### src/rtl/bumpy_motion_fsm.sv
// Bumpy player-motion FSM: key/collision driven moves, frame-timed jump/bounce/death, game-over lock.
// Optional life counter with respawn is enabled by defining BUMPY_RESPAWN_EN.
module bumpy_motion_fsm #(
  parameter int unsigned TILE_W        = 3,
  parameter int unsigned FREE_CODE     = 0,
  parameter int unsigned DEATH_CODE    = 3,
  parameter int unsigned WALL_CODE     = 4,
  parameter int unsigned JUMP_FRAMES   = 16,
  parameter int unsigned BOUNCE_FRAMES = 8,
  parameter int unsigned DIE_FRAMES    = 32,
  parameter int unsigned LIVES         = 3,
  parameter int unsigned LIFE_W        = 2,
  parameter int unsigned TIMER_W       = 8
) (
  input  logic                  clk,
  input  logic                  reset,
  input  logic                  frame_tick,
  input  logic                  up_keyN,
  input  logic                  left_keyN,
  input  logic                  right_keyN,
  input  logic                  down_keyN,
  input  logic                  bumpy_collision,
  input  logic [3:0]            hit_edge,
  input  logic [4*TILE_W-1:0]   area,
  output logic [3:0]            state,
  output logic [LIFE_W-1:0]     lives,
  output logic                  game_over,
  output logic                  die_pulse
);

  typedef enum logic [3:0] {
    S_RESET    = 4'd0,
    S_IDLE     = 4'd1,
    S_LEFT     = 4'd2,
    S_RIGHT    = 4'd3,
    S_DOWN     = 4'd4,
    S_UP       = 4'd5,
    S_DIE      = 4'd6,
    S_BOUNCE_L = 4'd7,
    S_BOUNCE_R = 4'd8,
    S_BOUNCE_T = 4'd9,
    S_OVER     = 4'd10
  } state_t;

  state_t             state_q, state_d, key_next;
  logic [TIMER_W-1:0] timer_q, timer_init;
  logic               die_pulse_q;
  logic               load, timed_d;

  logic [TILE_W-1:0] tile_left, tile_up, tile_right, tile_down;
  assign tile_left  = area[0*TILE_W +: TILE_W];
  assign tile_up    = area[1*TILE_W +: TILE_W];
  assign tile_right = area[2*TILE_W +: TILE_W];
  assign tile_down  = area[3*TILE_W +: TILE_W];

  logic land, death, any_key, expire;
  assign land    = bumpy_collision && (hit_edge == 4'b0001);
  assign death   = (tile_down == TILE_W'(DEATH_CODE));
  assign any_key = !(up_keyN && left_keyN && right_keyN && down_keyN);
  assign expire  = frame_tick && (timer_q == TIMER_W'(1));

  logic unused_free;
  assign unused_free = (FREE_CODE != 0);

`ifdef BUMPY_RESPAWN_EN
  logic [LIFE_W-1:0] lives_q;
  logic              lives_dec, lives_clr;
`else
  logic unused_lives;
  assign unused_lives = (LIVES != 0);
`endif

  always_comb begin
    key_next = S_IDLE;
    if (!up_keyN)
      key_next = (tile_up == TILE_W'(WALL_CODE)) ? S_BOUNCE_T : S_UP;
    else if (!left_keyN)
      key_next = (tile_left == TILE_W'(WALL_CODE)) ? S_BOUNCE_L : S_LEFT;
    else if (!right_keyN)
      key_next = (tile_right == TILE_W'(WALL_CODE)) ? S_BOUNCE_R : S_RIGHT;
  end

  // load marks any taken transition, so re-entering the same timed state reloads its timer
  always_comb begin
    state_d = state_q;
    load    = 1'b0;
`ifdef BUMPY_RESPAWN_EN
    lives_dec = 1'b0;
    lives_clr = 1'b0;
`endif
    case (state_q)
      S_RESET: if (any_key) state_d = S_DOWN;
      S_IDLE, S_LEFT, S_RIGHT, S_DOWN: begin
        if (death)     begin state_d = S_DIE;    load = 1'b1; end
        else if (land) begin state_d = key_next; load = 1'b1; end
      end
      S_UP: begin
        if (death)                                  begin state_d = S_DIE;      load = 1'b1; end
        else if (tile_up == TILE_W'(WALL_CODE))     begin state_d = S_BOUNCE_T; load = 1'b1; end
        else if (land)                              begin state_d = key_next;   load = 1'b1; end
        else if (expire)                            begin state_d = S_DOWN;     load = 1'b1; end
      end
      S_BOUNCE_L, S_BOUNCE_R, S_BOUNCE_T: begin
        if (death)       begin state_d = S_DIE;    load = 1'b1; end
        else if (land)   begin state_d = key_next; load = 1'b1; end
        else if (expire) begin state_d = S_DOWN;   load = 1'b1; end
      end
      S_DIE: begin
        if (expire) begin
          load = 1'b1;
`ifdef BUMPY_RESPAWN_EN
          if (lives_q > LIFE_W'(1)) begin state_d = S_RESET; lives_dec = 1'b1; end
          else                      begin state_d = S_OVER;  lives_clr = 1'b1; end
`else
          state_d = S_OVER;
`endif
        end
      end
      S_OVER: state_d = S_OVER;
      default: state_d = S_RESET;
    endcase
  end

  always_comb begin
    timer_init = '0;
    timed_d    = 1'b1;
    case (state_d)
      S_UP:                               timer_init = TIMER_W'(JUMP_FRAMES);
      S_BOUNCE_L, S_BOUNCE_R, S_BOUNCE_T: timer_init = TIMER_W'(BOUNCE_FRAMES);
      S_DIE:                              timer_init = TIMER_W'(DIE_FRAMES);
      default:                            timed_d    = 1'b0;
    endcase
  end

  always_ff @(posedge clk or posedge reset) begin
    if (reset) begin
      state_q     <= S_RESET;
      timer_q     <= '0;
      die_pulse_q <= 1'b0;
    end else begin
      state_q     <= state_d;
      die_pulse_q <= (state_d == S_DIE) && (state_q != S_DIE);
      if (load || !timed_d)
        timer_q <= timer_init;
      else if (frame_tick && timer_q != '0)
        timer_q <= timer_q - TIMER_W'(1);
    end
  end

`ifdef BUMPY_RESPAWN_EN
  always_ff @(posedge clk or posedge reset) begin
    if (reset)          lives_q <= LIFE_W'(LIVES);
    else if (lives_dec) lives_q <= lives_q - LIFE_W'(1);
    else if (lives_clr) lives_q <= '0;
  end
  assign lives = lives_q;
`else
  assign lives = '0;
`endif

  assign state     = state_q;
  assign game_over = (state_q == S_OVER);
  assign die_pulse = die_pulse_q;

endmodule

### config.mk
export PLATFORM = sky130hd
export DESIGN_NAME = bumpy_motion_fsm
export DESIGN_NICKNAME = d
export VERILOG_FILES = /design/src/rtl/bumpy_motion_fsm.sv
export SDC_FILE = /design/constraint.sdc
export NUM_CORES = 1
export LEC_CHECK = 0
export ABC_AREA = 1
export CAP_MARGIN = 20
export CORE_MARGIN = 2
export CORE_UTILIZATION = 52
export DETAILED_ROUTE_END_ITERATION = 10
export PLACE_DENSITY = 0.95
export SETUP_SLACK_MARGIN = 0.2
export SLEW_MARGIN = 40
export SYNTH_ARGS = -nofsm -noshare
export SYNTH_HDL_FRONTEND = slang
export SYNTH_SLANG_ARGS = --single-unit
### constraint.sdc
create_clock -name clk -period 4.6 [get_ports clk]
set_clock_uncertainty 0.05 [all_clocks]
set_input_delay 0.92 -clock clk [delete_from_list [all_inputs] [get_ports clk]]
set_output_delay 0.92 -clock clk [all_outputs]
set_load 0.05 [all_outputs]
==> load_flow_metrics.sql <==
INSERT INTO impl_metrics (metric_group, metric, value, unit) VALUES
('setup_path', 'timing.critical_path.cells', 'nor2_1 > inv_1 > nor2_1 > clkdlybuf4s50_1', ''),
('global_routing', 'globalRouteTotalUtil', '23.80', '%'),
('yosys', 'synthesis.instances', '186', ''),
('placed_design', 'place.port_buffers', '29', ''),
('worst_hold_path', 'hold_crit_depth', '2', ''),
('power_and_ir_drop', 'power_report.internal_total', '394.4', 'uW'),
('setup_path', 'worst_path_max_delay_cell', 'sky130_fd_sc_hd__clkdlybuf4s50_1', ''),
('worst_hold_path', 'worst_hold_startpoint', 'timer_q[5]', ''),
('global_routing', 'global_route_wire_length_before_repair', '4.781', 'mm'),
('setup_path', 'crit_top_cell', 'sky130_fd_sc_hd__nor2_1', ''),
('routing', 'detail-route-antenna-nets', '0', ''),
('global_routing', 'grt_max_degree', '14', ''),
('yosys', 'synth_top_cells_by_count', 'sky130_fd_sc_hd__nand2_1, sky130_fd_sc_hd__nor2_1, sky130_fd_sc_hd__inv_1', ''),
('floorplanning', 'boundaryPins', '32', ''),
('yosys', 'yosysTopAreaCell', 'sky130_fd_sc_hd__dfrtp_1', ''),
('global_routing', 'number_of_global_route_vias_before_repair', '1142', ''),
('sta', 'clock_period_minus_final_worst_setup_slack', '3040', 'ps'),
('setup_path', 'critical_path.reg2reg.startpoint', 'timer_q[1]', ''),
('power_and_ir_drop', 'part_of_the_total_power_dissipated_in_the_clock_network', '8.1', '%'),
('power_and_ir_drop', 'comb_power_share', '68.7', '%'),
('setup_path', 'path_delay_family', 'buffers and inverters', ''),
('power_and_ir_drop', 'p_leak', '0.7704', 'nW'),
('cells_and_area', 'num-nets-final', '244', ''),
('setup_path', 'worstReg2RegEnd', 'timer_q[5]', ''),
('clock_network', 'cts-hold-fix-buffers', '0', ''),
('sta', 'slew_headroom', '65.61', '%'),
('clock_network', 'post_cts_resized', '0', ''),
('clock_network', 'clockBufferDepth', '2', ''),
('worst_hold_path', 'hold_path_class', 'register to register', ''),
('yosys', 'ys_seq_area_share', '27.69', '%'),
('status', 'status', 'finished clean', ''),
('sta', 'report.final.slew_viol_count', '0', ''),
('cells_and_area', 'post_layout_cell_count', '244', ''),
('yosys', 'synth_top_area_share', '27.69', '%'),
('routing', 'drt_pass1_iterations', '4', ''),
('global_routing', 'grt.overflow.total', '0', ''),
('floorplanning', 'floorplan.rows', '17', ''),
('clock_network', 'ctsRootBufferMaster', 'sky130_fd_sc_hd__clkbuf_4', ''),
('floorplanning', 'initial_core_util', '54.15', '%'),
('setup_path', 'crit_arrival', '2070', 'ps'),
('routing', 'total_via_count_in_the_routed_design', '1251', ''),
('yosys', 'synthesis.area_per_instance', '6.317', 'sq um'),
('yosys', 'synth_enable_flop_cells', '0', ''),
('yosys', 'yosys_register_bits', '13', ''),
('placed_design', 'post-dp-hpwl', '2.258', 'mm'),
('routing', 'avgViaCountPerCell', '5.127', ''),
('routing', 'detail_route.drc_violations', '0', ''),
('clock_network', 'cts_sink_count', '13', ''),
('setup_path', 'critical_path_class', 'register to output port', ''),
('setup_path', 'crit_path_max_fanout', '8', ''),
('power_and_ir_drop', 'switching_share', '54.36', '%'),
('routing', 'drt-initial-drc-count', '59', ''),
('sta', 'period_share', '66.09', '%'),
('cells_and_area', 'antenna_cells_inserted', '0', ''),
('clock_network', 'tritoncts_clock_tree', 'done', ''),
('setup_path', 'crit_path_max_incr_delay', '850', 'ps'),
('floorplanning', 'fp.dieH', '51.53', 'um'),
('worst_hold_path', 'min_to', 'timer_q[5]', ''),
('clock_network', 'numCtsBuffers', '3', ''),
('yosys', 'synth-main-ff-cell', 'sky130_fd_sc_hd__dfrtp_1', ''),
('sta', 'setup-violations-final', '0', ''),
('setup_path', 'timing.critical_path.from_type', 'register', ''),
('clock_network', 'clock_latency_of_the_later_clocked_register_in_the_worst_skew_pair', '280', 'ps'),
('clock_network', 'cts.reportedPaths.clkPinSlew', '70', 'ps'),
('sta', 'tns', '0', 'ps'),
('global_routing', 'antenna_found_initial', '0', ''),
('yosys', 'synth_most_common_cell', 'sky130_fd_sc_hd__nand2_1', ''),
('routing', 'routed_wirelength', '2.782', 'mm'),
('clock_network', 'clock_tree.htree_level_count', '1', ''),
('yosys', 'netlist_area', '1175', 'sq um'),
('power_and_ir_drop', 'worst_ir_drop_vdd', '0.4614', 'mV');
==> state kept, by name, summed over array words and instances, names as in the netlist <==
| register | flops |
|---|---|
| die_pulse | 1 |
| timer_q | 8 |
| state | 4 |
==> tightest hold or removal path: stages, from the launching register on <==
cell	delay, ps
sky130_fd_sc_hd__dfrtp_1	400
sky130_fd_sc_hd__nand2_1	70
sky130_fd_sc_hd__nand2_1	60
==> metal layers <==
layer  GRT usage (%)  share of wire [%]  routed length (um)
met2           41.88                 48                1339
met5               0                  0                   0
met1           30.15                 45                1254
met3           4.310                6.3                 175
met4           5.702               0.43                  12
==> how the worst max path moves through the flow <==
stage | startpoint | endpoint | slack, ps
after floorplan | state[1] | game_over | 1920
after global placement | hit_edge[0] | timer_q[5] | 1690
after detailed placement | hit_edge[0] | timer_q[5] | 1590
after CTS | state[2] | game_over | 1560
after global routing | state[2] | game_over | 1420
final | state[2] | game_over | 1560
==> placed cells by master (no fill, tap or decap) <==
cell type,count
sky130_fd_sc_hd__nand2_1,52
sky130_fd_sc_hd__clkdlybuf4s50_1,29
sky130_fd_sc_hd__nor2_1,26
sky130_fd_sc_hd__inv_1,25
sky130_fd_sc_hd__nand3_1,13
sky130_fd_sc_hd__dfrtp_1,13
sky130_fd_sc_hd__nand4_1,8
sky130_fd_sc_hd__nand2_2,6
sky130_fd_sc_hd__a21oi_1,6
sky130_fd_sc_hd__nor2_2,4
sky130_fd_sc_hd__o21ai_0,4
sky130_fd_sc_hd__o21ai_1,3
sky130_fd_sc_hd__xor2_1,3
sky130_fd_sc_hd__ha_1,3
sky130_fd_sc_hd__clkbuf_4,3
sky130_fd_sc_hd__inv_2,2
sky130_fd_sc_hd__nor2_4,2
sky130_fd_sc_hd__nand3b_1,2
sky130_fd_sc_hd__o22ai_1,2
sky130_fd_sc_hd__conb_1,2
sky130_fd_sc_hd__o21a_1,1
sky130_fd_sc_hd__nand4_2,1
sky130_fd_sc_hd__nand3_2,1
sky130_fd_sc_hd__nand2_4,1
sky130_fd_sc_hd__nor3_1,1
sky130_fd_sc_hd__xnor2_1,1
sky130_fd_sc_hd__o311ai_0,1
sky130_fd_sc_hd__clkbuf_1,1
==> power groups by stage <==
stage          Clock, mW  Sequential [mW]  Combinational [mW]
2_1_floorplan          0            0.236               0.433
3_3_place_gp           0            0.201               0.565
3_5_place_dp           0            0.202               0.580
4_1_cts           0.0730            0.199               0.586
5_1_grt           0.0779            0.206               0.665
6_report          0.0698            0.200               0.594
==> cell type report <==
cell class                      count  area (sq um)  area share [%]
Inverter                           27         101.3           6.761
Multi-Input combinational cell    143         720.7           48.08
Tap cell                           28         35.03           2.337
Clock buffer                        4         26.28           1.753
Timing Repair Buffer               29         290.3           19.37
Sequential cell                    13         325.3           21.70
==> logic make-up after synthesis <==
logic type                 synth area share [%]
AOI/OAI and AO/OA                         7.987
buffers and inverters                     11.29
and+or+nand+nor                           46.54
other                                    0.3192
xor gates and xnor gates                  2.982
DFF                                       27.69
adders and majority gates                 3.195
==> through the flow <==
step	area, sq um	util [%]	total power [mW]	hold slack, ps	setup WS (ps)
final	1499	69.09	0.8641	499.2	1560
after global routing	1499	69.09	0.9487	543.5	1422
after CTS	1499	69.09	0.8578	492.3	1563
after detailed placement	1473	67.88	0.7817	476.6	1588
after global placement	1473	67.88	0.7664	460.9	1689
after floorplan	1179	-	0.6697	435.3	1921
(Power assumes the default switching activity.)
